### config.mk
export PLATFORM = sky130hd
export DESIGN_NAME = eqn_serial
export DESIGN_NICKNAME = d
export VERILOG_FILES = /design/src/rtl/eqn_serial.sv
export SDC_FILE = /design/constraint.sdc
export NUM_CORES = 1
export LEC_CHECK = 0
export CORE_MARGIN = 4
export CORE_UTILIZATION = 50
export CTS_BUF_LIST = sky130_fd_sc_hd__clkbuf_4 sky130_fd_sc_hd__clkbuf_8 sky130_fd_sc_hd__clkbuf_16
export DETAILED_ROUTE_END_ITERATION = 8
export MAX_ROUTING_LAYER = met4
export PLACE_DENSITY = 0.76
export SLEW_MARGIN = 20
export SYNTH_ARGS = -nofsm -noshare
export SYNTH_HDL_FRONTEND = slang
export SYNTH_SLANG_ARGS = --single-unit
export TNS_END_PERCENT = 100
### constraint.sdc
create_clock -name clk -period 2 [get_ports clk]
set_input_delay 0.4 -clock clk [delete_from_list [all_inputs] [get_ports clk]]
set_output_delay 0.4 -clock clk [all_outputs]
set_load 0.05 [all_outputs]
### src/rtl/eqn_serial.sv
// eqn_serial: multi-cycle equality comparator for two WIDTH-bit operands.
// Compares CHUNK bits per clock, least-significant chunk first, behind a
// start/busy/done handshake. Reports equality, the index of the first
// mismatching chunk, and a saturating count of equal results.
//
// Optional feature: define EQN_EARLY_EXIT_EN to end a comparison at the
// first mismatching chunk. Without it every comparison takes N cycles.
module eqn_serial #(
    parameter int WIDTH = 8,
    parameter int CHUNK = 2,
    parameter int CNTW  = 8,
    localparam int N    = WIDTH / CHUNK,
    localparam int IDXW = (N > 1) ? $clog2(N) : 1
) (
    input  logic              clk,
    input  logic              rst_n,
    input  logic              start,
    input  logic [WIDTH-1:0]  x,
    input  logic [WIDTH-1:0]  y,
    output logic              busy,
    output logic              done,
    output logic              eq,
    output logic [IDXW-1:0]   mm_idx,
    output logic [CNTW-1:0]   match_cnt
);

    typedef enum logic {
        IDLE = 1'b0,
        CMP  = 1'b1
    } state_t;

    state_t            state_q, state_d;
    logic [WIDTH-1:0]  x_q, x_d;
    logic [WIDTH-1:0]  y_q, y_d;
    logic [IDXW-1:0]   idx_q, idx_d;
    logic              mm_found_q, mm_found_d;
    logic [IDXW-1:0]   mm_pend_q, mm_pend_d;
    logic              busy_q, busy_d;
    logic              done_q, done_d;
    logic              eq_q, eq_d;
    logic [IDXW-1:0]   mm_idx_q, mm_idx_d;
    logic [CNTW-1:0]   cnt_q, cnt_d;

    // Per-chunk inequality of the latched operands; the current chunk is
    // selected from this vector rather than with a variable part-select.
    logic [N-1:0]      chunk_ne;

    generate
        for (genvar gi = 0; gi < N; gi++) begin : g_chunk
            assign chunk_ne[gi] = |(x_q[gi*CHUNK +: CHUNK] ^ y_q[gi*CHUNK +: CHUNK]);
        end
    endgenerate

    logic cur_ne;
    logic last_chunk;
    logic finish;
    logic result_eq;

    assign cur_ne     = chunk_ne[idx_q];
    assign last_chunk = (idx_q == IDXW'(N - 1));
    assign result_eq  = !(mm_found_q || cur_ne);

`ifdef EQN_EARLY_EXIT_EN
    assign finish = last_chunk || cur_ne;
`else
    assign finish = last_chunk;
`endif

    // Next-state logic: operand capture, chunk walk and result publication.
    always_comb begin
        state_d    = state_q;
        x_d        = x_q;
        y_d        = y_q;
        idx_d      = idx_q;
        mm_found_d = mm_found_q;
        mm_pend_d  = mm_pend_q;
        busy_d     = busy_q;
        done_d     = 1'b0;
        eq_d       = eq_q;
        mm_idx_d   = mm_idx_q;
        cnt_d      = cnt_q;

        case (state_q)
            IDLE: begin
                if (start) begin
                    x_d        = x;
                    y_d        = y;
                    idx_d      = '0;
                    mm_found_d = 1'b0;
                    mm_pend_d  = '0;
                    busy_d     = 1'b1;
                    state_d    = CMP;
                end
            end
            CMP: begin
                // Only the first mismatch is remembered; later ones are ignored.
                if (cur_ne && !mm_found_q) begin
                    mm_found_d = 1'b1;
                    mm_pend_d  = idx_q;
                end
                idx_d = idx_q + IDXW'(1);
                if (finish) begin
                    state_d  = IDLE;
                    busy_d   = 1'b0;
                    done_d   = 1'b1;
                    eq_d     = result_eq;
                    mm_idx_d = mm_found_q ? mm_pend_q : (cur_ne ? idx_q : '0);
                    if (result_eq && (cnt_q != {CNTW{1'b1}})) begin
                        cnt_d = cnt_q + CNTW'(1);
                    end
                end
            end
            default: begin
                state_d = IDLE;
                busy_d  = 1'b0;
            end
        endcase
    end

    // State and output registers; reset wins over any comparison in flight.
    always_ff @(posedge clk) begin
        if (!rst_n) begin
            state_q    <= IDLE;
            x_q        <= '0;
            y_q        <= '0;
            idx_q      <= '0;
            mm_found_q <= 1'b0;
            mm_pend_q  <= '0;
            busy_q     <= 1'b0;
            done_q     <= 1'b0;
            eq_q       <= 1'b0;
            mm_idx_q   <= '0;
            cnt_q      <= '0;
        end else begin
            state_q    <= state_d;
            x_q        <= x_d;
            y_q        <= y_d;
            idx_q      <= idx_d;
            mm_found_q <= mm_found_d;
            mm_pend_q  <= mm_pend_d;
            busy_q     <= busy_d;
            done_q     <= done_d;
            eq_q       <= eq_d;
            mm_idx_q   <= mm_idx_d;
            cnt_q      <= cnt_d;
        end
    end

    assign busy      = busy_q;
    assign done      = done_q;
    assign eq        = eq_q;
    assign mm_idx    = mm_idx_q;
    assign match_cnt = cnt_q;

endmodule

==> out/qor.csv <==
metric;value;unit
Crit path max-delay family;buffers and inverters;
Reg2Reg Depth;6;
Max Cap Viol;0;
register area;700.7;um^2
hold_ws;0.4752;ns
drt drc;0;
# nets final;246;
first drt pass iteration count;4;
share of cells above drive strength 1;8.407;%
die area;4038;um^2
setup slack, reg-to-reg;0.14;ns
Synth Area in Compound Gates;14.76;%
Pwr Density;741.8;nW/um^2
commonest non-fill, non-tap cell in the layout;nand2_1;
Area Growth Syn to Fin;30.58;%
sw frac;25.07;%
#FFs+latches synth;35;
CTS tree;built;
Max VDD drop;0.6606;mV
critical-path maximum fanout;2;
slowest stage delay, CP;0.80;ns
CP Launch Type;flop;
Peak Freq;524.8;MHz
most frequent cells in the layout;nand2_1 (49), dfxtp_1 (35), a21oi_1 (25), clkdlybuf4s50_1 (23), nor2_1 (10);
largest net degree at the start of global routing;18;
fin cells;257;
Comb pwr share;14.5;%
core area;2853;um^2
post-route cell area;2014;um^2
GRT Resource Usage Total;18.43;%
FP Rows;19;
CP endpoint;mm_idx[0];
Num Clock Sinks;35;
period utilization;95.27;%
Net Count, Synth;211;
CP endpoint kind;output pin;
crit path max-delay cell type;clkdlybuf4s50_1;
Synth Area per Inst;8.120;um^2
Ant. Diodes;0;
clock root cell;clkbuf_4;
Worst-Skew Late Latency;0.35;ns
placed cell area;1894;um^2
PortBufs;31;
utilization after layout;70.61;%
routability cong.;0.8721;
mux share of post-synthesis cell area;4.542;%
WP depth;1;
ANT nets after route;0;
die width;63.55;um
Hold Vio Cnt, Final;0;
number of global-route vias before repair;1330;
worst-margin pin slew;0.5514;ns
Worst Hold Class;flop to flop;
fin crit period;1.905;ns
first-pass GRT wire length;5.768;mm
XOR/XNOR Fraction of Synth Area;4.542;%
Synth Area in Simple Gates;24.90;%
post-synth cell types;32;
die height;63.55;um
CP arrival;1.51;ns
Initial Util;54.08;%
initial antenna violation count;0;
post-synthesis adder-cell area fraction;1.622;%
Clock Power Share;35.7;%
Layout Skew;0.01502;ns
Gate Count Post-Synth;190;
Int Pwr;1.120;mW
# fillers;228;
CTS Buf Count;5;
P_leak;0.8408;nW
Yosys warnings;0;
Setup TNS;0;ns
sequential fraction of the synthesis area;45.42;%
routed length per instance;13.21;um
Hold-fix buffers, CTS;0;
max_slew headroom;63.24;%
WS Path Type;flop to output pin;
post-placement cell count;249;
routed vias/inst;5.529;
Clock Pin Slew Worst Setup and Hold Paths;0.11;ns
Reg power frac;49.9;%
crit path launch;mm_idx[0];
vias post-DR;1421;
status;finished, final reports clean;
DPL Wire Length;2.561;mm
Worst Path Required;1.60;ns
Setup violations, final;0;
worst path cell trace;clkdlybuf4s50_1;
H-tree Lvls;2;
RSZ-0062 raised after global routing;no;
sum of buffers and inverters on the critical path;1;
I/O pin count;32;
combinational family with the most area after synthesis;simple AND/OR/NAND/NOR gates;
gr ovfl total;0;
fin worst setup slack;0.09454;ns
initial drt markers;100;
setup bufs post-CTS;0;
Psw;0.3747;mW
Routed WL;3.394;mm
total power draw;1.494;mW
FF-to-FF End;match_cnt[4];
CTS Buffer Depth;2;
post-synthesis cell area;1543;um^2
Place WS;-0.1878;ns
max-slew violation count;0;
Multi-input gate area;805.8;um^2
worst r2r src;y_q[0];
-- cells in the mapped netlist (all sizes together) --
library cell / count / area [um^2]
a2111oi: 1 / 8.760
a211oi: 1 / 7.510
a21oi: 25 / 125.1
a22oi: 1 / 7.510
a311o: 1 / 10.01
a311oi: 2 / 17.52
a31oi: 3 / 18.77
and2: 1 / 6.260
and4: 1 / 8.760
buf: 3 / 27.52
clkbuf: 8 / 30.03
clkinv: 1 / 3.750
dfxtp: 35 / 700.7
ha: 2 / 25.02
inv: 1 / 3.750
mux2i: 7 / 70.07
nand2: 49 / 183.9
nand2b: 5 / 31.28
nand3: 4 / 20.02
nand3b: 2 / 15.01
nand4: 1 / 6.260
nor2: 11 / 41.29
nor2b: 1 / 6.260
nor3: 6 / 30.03
nor4b: 1 / 15.01
o21ai: 5 / 25.02
o31ai: 1 / 7.510
or3: 2 / 12.51
or4: 1 / 7.510
xnor2: 4 / 35.03
xor2: 4 / 35.03
-- cells by family (layout without fill, tap and decap cells) --
logic type	count (synthesis)	after routing
muxes	7	7
xor gates and xnor gates	8	8
buffers and inverters	13	49
AOI/OAI and AO/OA	40	40
adders and majority gates	2	2
and+or+nand+nor	85	85
DFF	35	35
-- layout make-up --
type                    instances  area share (%)
multi-input cells             142           40.00
well taps                      31           1.925
inverters                       2          0.3727
clock inverters                 2           1.739
flip-flops and latches         35           34.78
clock buffers                   6           2.547
repair buffers                 39           18.63
-- registers in the layout, summed over array words and instances (netlist names) --
name	count
x_q	8
idx_q	2
eq	1
done	1
y_q	8
mm_idx	2
match_cnt	8
busy	1
mm_found_q	1
mm_pend_q	2
state_q	1
-- timing repair --
action | CTS | global route
hold endpoints to repair | 0 | 0
gates resized for setup | 5 | 8
pin swaps | 0 | 1
endpoints found under the setup margin | 15 | 8
-- power by group through the flow --
stage	Combinational (mW)	Sequential [mW]	Clock (mW)
2_1_floorplan	0.133	0.761	0
3_3_place_gp	0.194	0.759	0
3_5_place_dp	0.201	0.761	0
4_1_cts	0.206	0.745	0.547
5_1_grt	0.237	0.750	0.574
6_report	0.216	0.745	0.533
-- worst min-delay path by stage --
| stage | start | endpoint | slack [ns] | cells after the start |
|---|---|---|---|---|
| floorplan | x_q[0] | x_q[0] | 0.45 | 2 |
| global placement | eq | eq | 0.44 | 2 |
| detailed placement | y_q[7] | y_q[7] | 0.46 | 2 |
| CTS | y_q[5] | y_q[5] | 0.48 | 2 |
| global route | y_q[5] | y_q[5] | 0.50 | 2 |
| finish | y_q[5] | y_q[5] | 0.48 | 2 |
-- layer usage --
layer / global-route usage [%] / wire length, um
met3: 5.684 / 197
met5: - / 0
met1: 19.45 / 1368
met4: 7.278 / 51
met2: 31.94 / 1776
No activity file was read; power rests on OpenSTA's default activity.
